$ cat config.mk
export PLATFORM = sky130hd
export DESIGN_NAME = quad_encoder_gen
export DESIGN_NICKNAME = d
export VERILOG_FILES = /design/src/rtl/quad_encoder_gen.sv
export SDC_FILE = /design/constraint.sdc
export NUM_CORES = 1
export LEC_CHECK = 0
export ABC_CLOCK_PERIOD_IN_PS = 12000
export BUFFER_PORTS_ARGS = -buffer_cell sky130_fd_sc_hd__buf_2
export CORE_AREA = 8 8 150 138
export CTS_BUF_LIST = sky130_fd_sc_hd__clkbuf_16
export CTS_CLUSTER_DIAMETER = 80
export CTS_CLUSTER_SIZE = 14
export DETAILED_ROUTE_END_ITERATION = 7
export DIE_AREA = 0 0 158 146
export PLACE_DENSITY = 0.82
export SLEW_MARGIN = 30
export SYNTH_ARGS = -nofsm -noshare
export SYNTH_HDL_FRONTEND = slang
export SYNTH_SLANG_ARGS = --single-unit
$ cat constraint.sdc
create_clock -name clk_50 -period 12 [get_ports clk_50]
set_input_delay 1.2 -clock clk_50 [delete_from_list [all_inputs] [get_ports clk_50]]
set_output_delay 1.2 -clock clk_50 [all_outputs]
set_load 0.05 [all_outputs]
$ cat src/rtl/quad_encoder_gen.sv
// ---------------------------------------------------------------------------
// quad_encoder_gen
//
// Quadrature encoder emulator. A signed step count and a step period are
// turned into A/B quadrature waveforms. The block keeps its own running count
// of emitted steps, so software can compare it against a decoder's count.
//
// Ports:
//   clk_50      - system clock (50 MHz)
//   reset_n     - asynchronous reset, active low
//   start       - one-cycle command strobe, only honoured when idle
//   steps       - signed step count (positive: A leads B, negative: B leads A)
//   step_period - clk_50 cycles between successive A/B edges, latched at start
//   abort       - stops a running move without emitting further edges
//   pos_clear   - synchronous clear of position (wins over a coincident step)
//   a, b        - registered quadrature outputs
//   busy        - high while a move is running
//   done        - one-cycle pulse on normal completion of a move
//   direction   - direction of the most recently started move (1 = reverse)
//   position    - signed, wrapping count of emitted steps
// ---------------------------------------------------------------------------
module quad_encoder_gen #(
    parameter int WIDTH      = 32,
    parameter int MIN_PERIOD = 2
) (
    input  logic                    clk_50,
    input  logic                    reset_n,
    input  logic                    start,
    input  logic signed [WIDTH-1:0] steps,
    input  logic        [WIDTH-1:0] step_period,
    input  logic                    abort,
    input  logic                    pos_clear,
    output logic                    a,
    output logic                    b,
    output logic                    busy,
    output logic                    done,
    output logic                    direction,
    output logic signed [WIDTH-1:0] position
);

    localparam logic [1:0] IDLE = 2'd0;
    localparam logic [1:0] RUN  = 2'd1;
    localparam logic [1:0] DONE = 2'd2;

    localparam logic [WIDTH-1:0] ONE   = {{(WIDTH-1){1'b0}}, 1'b1};
    localparam logic [WIDTH-1:0] ZERO  = '0;
    localparam logic [WIDTH-1:0] MIN_P = WIDTH'(MIN_PERIOD);

    logic [1:0]              state_q, state_d;
    logic                    a_q, a_d;
    logic                    b_q, b_d;
    logic                    done_q, done_d;
    logic                    dir_q, dir_d;
    logic signed [WIDTH-1:0] pos_q, pos_d;
    logic [WIDTH-1:0]        remaining_q, remaining_d;
    logic [WIDTH-1:0]        period_q, period_d;
    logic [WIDTH-1:0]        cnt_q, cnt_d;

    logic                    step_en;
    logic [WIDTH-1:0]        abs_steps;
    logic [WIDTH-1:0]        clamped_period;
    logic [1:0]              next_ba;

    // Magnitude is taken as unsigned so the most negative count still works.
    always_comb begin
        abs_steps = steps[WIDTH-1] ? (~steps + ONE) : steps;
        clamped_period = (step_period < MIN_P) ? MIN_P : step_period;
    end

    // Gray-code neighbour of the current {b,a} phase in the move direction;
    // exactly one output bit differs from the current phase.
    always_comb begin
        next_ba = {b_q, a_q};
        if (!dir_q) begin
            case ({b_q, a_q})
                2'b00:   next_ba = 2'b01;
                2'b01:   next_ba = 2'b11;
                2'b11:   next_ba = 2'b10;
                default: next_ba = 2'b00;
            endcase
        end else begin
            case ({b_q, a_q})
                2'b00:   next_ba = 2'b10;
                2'b10:   next_ba = 2'b11;
                2'b11:   next_ba = 2'b01;
                default: next_ba = 2'b00;
            endcase
        end
    end

    // Move sequencing: command acceptance, period counting and step issue.
    always_comb begin
        state_d     = state_q;
        done_d      = 1'b0;
        dir_d       = dir_q;
        remaining_d = remaining_q;
        period_d    = period_q;
        cnt_d       = cnt_q;
        step_en     = 1'b0;

        case (state_q)
            IDLE: begin
                if (start && !abort) begin
                    if (steps != ZERO) begin
                        state_d     = RUN;
                        remaining_d = abs_steps;
                        period_d    = clamped_period;
                        dir_d       = steps[WIDTH-1];
                        cnt_d       = ZERO;
                    end else begin
                        state_d = DONE;
                        done_d  = 1'b1;
                    end
                end
            end
            RUN: begin
                if (abort) begin
                    state_d = IDLE;
                end else if (cnt_q == period_q - ONE) begin
                    step_en     = 1'b1;
                    cnt_d       = ZERO;
                    remaining_d = remaining_q - ONE;
                    if (remaining_q == ONE) begin
                        state_d = IDLE;
                        done_d  = 1'b1;
                    end
                end else begin
                    cnt_d = cnt_q + ONE;
                end
            end
            DONE: begin
                state_d = IDLE;
            end
            default: begin
                state_d = IDLE;
            end
        endcase
    end

    // Outputs follow the emitted steps; pos_clear overrides a coincident step.
    always_comb begin
        a_d   = a_q;
        b_d   = b_q;
        pos_d = pos_q;
        if (step_en) begin
            a_d   = next_ba[0];
            b_d   = next_ba[1];
            pos_d = dir_q ? (pos_q - ONE) : (pos_q + ONE);
        end
        if (pos_clear) begin
            pos_d = '0;
        end
    end

    // State registers; reset returns everything, including the phase, to zero.
    always_ff @(posedge clk_50 or negedge reset_n) begin
        if (!reset_n) begin
            state_q     <= IDLE;
            a_q         <= 1'b0;
            b_q         <= 1'b0;
            done_q      <= 1'b0;
            dir_q       <= 1'b0;
            pos_q       <= '0;
            remaining_q <= '0;
            period_q    <= '0;
            cnt_q       <= '0;
        end else begin
            state_q     <= state_d;
            a_q         <= a_d;
            b_q         <= b_d;
            done_q      <= done_d;
            dir_q       <= dir_d;
            pos_q       <= pos_d;
            remaining_q <= remaining_d;
            period_q    <= period_d;
            cnt_q       <= cnt_d;
        end
    end

    assign a         = a_q;
    assign b         = b_q;
    assign busy      = (state_q == RUN);
    assign done      = done_q;
    assign direction = dir_q;
    assign position  = pos_q;

endmodule
# Word-level counts from Yosys, hierarchy flattened
# Index checks and enable logic that the tools add are counted.
# totals
ff_bits,134
input_bits,69
output_inout_bits,37
word_cells,73
# op_classes
addsub,6
magnitude_cmp,1
n_eq_ne,12
muxes,33
bitwise,1
n_reduce_logical,11
# ops
operator,count
$mux W32,13
$pmux W32 S2,2
$add A32 B1 Y32 const B,3
$sub A32 B1 Y32 const B,3
$eq A32 B1 Y1 const B,1
$eq A32 B32 Y1,1
$lt A32 B2 Y1 const B,1
$not A32 Y32,1
$reduce_bool A32 Y1,1
$mux W2,6
$pmux W2 S3,2
$mux W1,8
$ne A2 B2 Y1 const B,3
$ne A3 B2 Y1 const B,2
$reduce_and A3 Y1,2
$reduce_and A5 Y1,1
$eq A2 B1 Y1 const B,2
$eq A2 B2 Y1 const B,2
$logic_not A2 Y1,2
$pmux W2 S2,1
$reduce_and A4 Y1,1
$reduce_bool A2 Y1,2
$ne A2 B1 Y1 const B,1
$pmux W1 S2,1
2 further kinds,2

# Depth between registers and ports, before layout
# logic_depth
ltp_word,7
depth_mapped,13
ltp_nobuf,12

# Worst setup path before layout
# OpenSTA, ideal clock, no wires.
# synth_timing
kind,flip-flop to flip-flop
startpoint,register period_q[16]
endpoint,register remaining_q[22]
setup_ps,131
arrival_time_ps,3836
t_required_ps,11869
slack_ps,8033
stages_incl_launch_ff,12
n_path_buf,1
period_less_slack_ps,3967
path_cell_list,dfrtp_1 > buf_6 > or4_4 > or4_4 > or4_1 > a22oi_1 > o211ai_1 > or4_4 > nor3b_4 > nand3_2 > and3_1 > or3_1
# synth_via
elab_chain_cells,4
# synth_lines
item,line,rtl
start: declaration,56,"logic [WIDTH-1:0] period_q, period_d;"
start signal: assignment,175,period_q <= period_d;
$sub A32 B1 Y32,119,end else if (cnt_q == period_q - ONE) begin
$eq A32 B32 Y1,119,
$ne A2 B1 Y1 (no source line),--,
$reduce_and A5 Y1 (no source line),--,
end signal: assignment,174,remaining_q <= remaining_d;
end: declaration,55,"logic [WIDTH-1:0] remaining_q, remaining_d;"
# No other way between the ends.
# A chain may end at the register's enable or synchronous reset.

# Final worst setup path
# layout_timing
startpoint,register period_q[0]
endpoint,register remaining_q[22]
# The elaborated chain is that of the path after synthesis.

==> results list <==
- Global-route wire length before repair: 44,910 um
- The number of clock buffers added by TritonCTS is 17.
- Unrepaired setup endpoints after global routing: no
* Clock transition at the registers of the reported paths: 0.06 ns
- Gr usage total: 23.68%
- The netlist uses 71 different library cells.
- For this block, the initial DRC count from the detailed router was 1,042.
* Max Transition Viols Final: 0
- Sequential fraction of design power: 37.0%
* Internal: ~1.1 mW
- Pre-antenna DRT Iters: 6
- Net switching power: 0.6511 mW
* Standby leakage power: 5.053 nW
- On the worst path, the slowest cell contributes a delay of 0.66 ns.
- Ys async rst share: 100.0%
* DRC viols: 0
- Vias per cell: 6.174
- Crit path time final: about 4.9 ns
- Once the clock tree was built, the resizer swapped 0 gates to a different size.
- STA classifies the critical path endpoint as a register.
- Clock power share: 31.5%
- Biggest area contributors in the synthesized netlist: sky130_fd_sc_hd__dfrtp_1 (34%), sky130_fd_sc_hd__nand2_1 (8.4%), sky130_fd_sc_hd__xor2_1 (6.0%), sky130_fd_sc_hd__xnor2_1 (5.1%), sky130_fd_sc_hd__ha_1 (4.5%)
* Wirelength per Cell: 17.41 um
- Clock tree synthesis found a total of 134 sinks.
- Area grow syn2layout: 13.67%
- Max-cap violations in this run came to 0.
* Post-DP HPWL: 19,440 um
- Wirelength, routed: 27,200 um
* Switching power as a share of total power: 37.42%
* Worst supply voltage drop on vdd: around 96 uV
* DRT antenna net count: 0
- At the end of routability-driven placement, the weighted congestion stood at about 0.92.
- Transition time of the tightest slew-check pin: 0.8005 ns
* Most repeated cell in the gate-level netlist after synthesis: sky130_fd_sc_hd__nand2_1
* Syn Std Cell Area: 0.009833 mm^2
- Final standard cell utilization of the core: 61.71%
- In this run the power density over the cells is 155.7 mW/mm^2.
- The critical path is of the reg -> reg type.
- Antenna violations before repair: 1
- Number of flops mapped to enable cells by yosys: 0
* Number of I/O port buffers: 105
* Root buffer cell: sky130_fd_sc_hd__clkbuf_16
* Startpoint class of the critical path: register
- H-Tree Level Count: 4
- Combinational cells account for 31.4% of the total power.
* Clock Latency Late Sink: 0.43 ns
- Flip-flop and latch count after synthesis: 134
- Of all cell types, the one taking the most synthesized area is sky130_fd_sc_hd__dfrtp_1.
* Setup-failing EPs final: 0
- Clock tree skew after final layout: 0.01048 ns
* Synth top area share: 34.10%
- The flow ran to the end, and the final reports show no timing, DRC or antenna violations.
- Arrival time of the worst setup path: around 5.2 ns
- Post-synth top flop: sky130_fd_sc_hd__dfrtp_1
- The hold violation total from the final report was 0.
- Post-CTS Hold Fix Bufs: 0
- Die Width: 158 um
* Average size of a mapped cell: 8.047 um^2
- After layout, the worst path uses 40.64% of the clock period.
* Seq/Total Area, Yosys: roughly 34%
- Core Rows: 47
- 106 I/O pins were placed.
* Core Area: about 0.018 mm^2
* Starting utilization of the core area: 54.29%
- The final layout contains about 1,400 nets.
- Derived from the worst setup path, the maximum achievable clock frequency is 0.2051 GHz.
- Ordered list of cells on the worst path: inv_1 -> ha_1 -> nor4b_1 -> nand3_1 -> or4_1 -> a22oi_1 -> o211ai_1 -> or4_4 -> nor3b_4 -> nand3_2 -> and3_1 -> or3_1
- Buffers added to address setup during post-CTS repair amount to 0.
- CP Data Required Time: 12.30 ns
* Area taken by flip-flops and latches: 0.003353 mm^2
* DIE AREA: around 0.023 mm^2
- In the final timing run, aggregate negative setup slack is 0 ns.
* Fillers: 1,588
- Proportion of layout cells with a drive suffix above 1: 12.99%
- Counting instances in the post-synthesis netlist gives the leading cell types as sky130_fd_sc_hd__nand2_1 (219), sky130_fd_sc_hd__dfrtp_1 (134), sky130_fd_sc_hd__nor2_1 (105), sky130_fd_sc_hd__a21oi_1 (82), sky130_fd_sc_hd__xor2_1 (67).
- After global routing the overflow that remains totals 0.
- Slowest cell on the critical path: sky130_fd_sc_hd__nor3b_4
* Hold Path Class: reg -> reg
- Clock tree from TritonCTS: done
- Synthesis produced a netlist with a net count of 1,327.
- Synthesis produced a netlist whose cell count is 1,222.
- Pin count of the biggest net entering global routing: 71
* Area used by multi-input combinational logic: approximately 0.0062 mm^2
- Of all nets on the critical path, the largest fanout is 16.
* Vias in the first global route: 9,112
- No sink is reached through more buffers than the 2 on the longest clock path.
- During synthesis, Yosys emitted a total of 0 warnings.
* Die extent in y: 146 um
* Vias: approximately 9,600
- Relative slew slack: 46.55%
## power by group through the flow
| stage | Sequential [mW] | Combinational, mW | Clock [mW] |
|---|---|---|---|
| after CTS | 0.639 | 0.539 | 0.555 |
| after global placement | 0.641 | 0.518 | 0 |
| after detailed placement | 0.646 | 0.533 | 0 |
| after floorplan | 0.615 | 0.414 | 0 |
| after global routing | 0.656 | 0.610 | 0.576 |
| final | 0.644 | 0.547 | 0.549 |
## placed cells by master, fill, tap and decap left out, types with 5 or more instances in the layout
cell                        count
sky130_fd_sc_hd__ha_1          35
sky130_fd_sc_hd__nand2_1      219
sky130_fd_sc_hd__o21a_1         5
sky130_fd_sc_hd__a22oi_1        5
sky130_fd_sc_hd__nand3_1       44
sky130_fd_sc_hd__buf_4         10
sky130_fd_sc_hd__nor3b_1        5
sky130_fd_sc_hd__o31ai_1       21
sky130_fd_sc_hd__nor3_1        32
sky130_fd_sc_hd__and2_1         5
sky130_fd_sc_hd__and3_1        12
sky130_fd_sc_hd__or3_1         22
sky130_fd_sc_hd__a21o_1        21
sky130_fd_sc_hd__o211ai_1       6
sky130_fd_sc_hd__nand3b_1       7
sky130_fd_sc_hd__nor4_1        27
sky130_fd_sc_hd__a41oi_1        5
sky130_fd_sc_hd__o41ai_1        6
sky130_fd_sc_hd__nor2_1       103
sky130_fd_sc_hd__xor2_1        67
sky130_fd_sc_hd__xnor2_1       57
sky130_fd_sc_hd__clkbuf_16     17
sky130_fd_sc_hd__nor2b_1       10
sky130_fd_sc_hd__o21ai_0       50
sky130_fd_sc_hd__mux2i_1        8
sky130_fd_sc_hd__inv_1         20
sky130_fd_sc_hd__dfrtp_1      134
sky130_fd_sc_hd__nand4_1       24
sky130_fd_sc_hd__a211oi_1       7
sky130_fd_sc_hd__nand2b_1      16
sky130_fd_sc_hd__a21oi_1       81
sky130_fd_sc_hd__buf_2        104
sky130_fd_sc_hd__o21bai_1       6
sky130_fd_sc_hd__a31oi_1       14
sky130_fd_sc_hd__or4_1         16
sky130_fd_sc_hd__o22ai_1        8
## area by class of cell
| cell class | instances | area share, % |
|---|---|---|
| clock inverter | 15 | 1.668 |
| tap | 245 | 2.743 |
| sequential | 134 | 30.00 |
| inverter | 21 | 0.7052 |
| clock buffer | 17 | 3.806 |
| multi-input combinational | 1013 | 55.52 |
| antenna | 1 | 0.02239 |
| timing repair buffer | 116 | 5.530 |
## logic make-up after synthesis
| kind of cell | synth area share [%] |
|---|---|
| simple gates | 27.89 |
| flops | 34.10 |
| fa+ha+maj | 4.657 |
| compound gates | 18.16 |
| mux | 1.158 |
| buf+inv | 2.990 |
| xor+xnor | 11.04 |
## critical path: cells and delay by family (launching register included)
| family | cells | cell delay [ns] |
|---|---|---|
| DFF | 1 | 0.43 |
| AOI/OAI and AO/OA | 2 | 0.32 |
| and+or+nand+nor | 8 | 3.65 |
| buffers and inverters | 1 | 0.09 |
| adders and majority gates | 1 | 0.26 |
## stage by stage
| stage | instances | worst slack [ns] | instance area [um^2] | total power [mW] | hold WS (ns) |
|---|---|---|---|---|---|
| after floorplan | 1222 | 8.033 | 9833 | 1.029 | 0.4526 |
| after global placement | 1529 | 7.430 | 10560 | 1.159 | 0.4655 |
| after detailed placement | 1529 | 7.280 | 10560 | 1.179 | 0.4714 |
| after CTS | 1561 | 7.251 | 11170 | 1.733 | 0.4850 |
| after global routing | 1562 | 6.867 | 11180 | 1.842 | 0.5117 |
| final | 1562 | 7.124 | 11180 | 1.740 | 0.4833 |
## sequential cells by signal, summed over array words and instances, names as in the netlist
signal,cells
position,32
done,1
remaining_q,32
a,1
period_q,32
state_q,2
direction,1
cnt_q,32
b,1
## metal layers
| layer | track usage (%) | vias up | share of wire (%) |
|---|---|---|---|
| met4 | 6.927 | 0 | 1.8 |
| li1 | - | 4574 | - |
| met1 | 33.33 | 4558 | 46 |
| met2 | 35.98 | 450 | 44 |
| met3 | 4.691 | 62 | 8.3 |
| met5 | 0 | - | 0 |
## path summary, 6_finish.rpt
| check | start | end | slack (ns) | cells past startpoint |
|---|---|---|---|---|
| worst min register to register | direction | direction | 0.48 | 2 |
| max in group asynchronous | reset_n | period_q[0] | 10.16 | 2 |
| worst max register to register | period_q[0] | remaining_q[22] | 7.12 | 12 |
| min in group asynchronous | reset_n | position[6] | 0.76 | 1 |
| worst min-delay path | direction | direction | 0.48 | 2 |
| worst max-delay path | period_q[0] | remaining_q[22] | 7.12 | 12 |
Power figures use the tool's default switching activity.
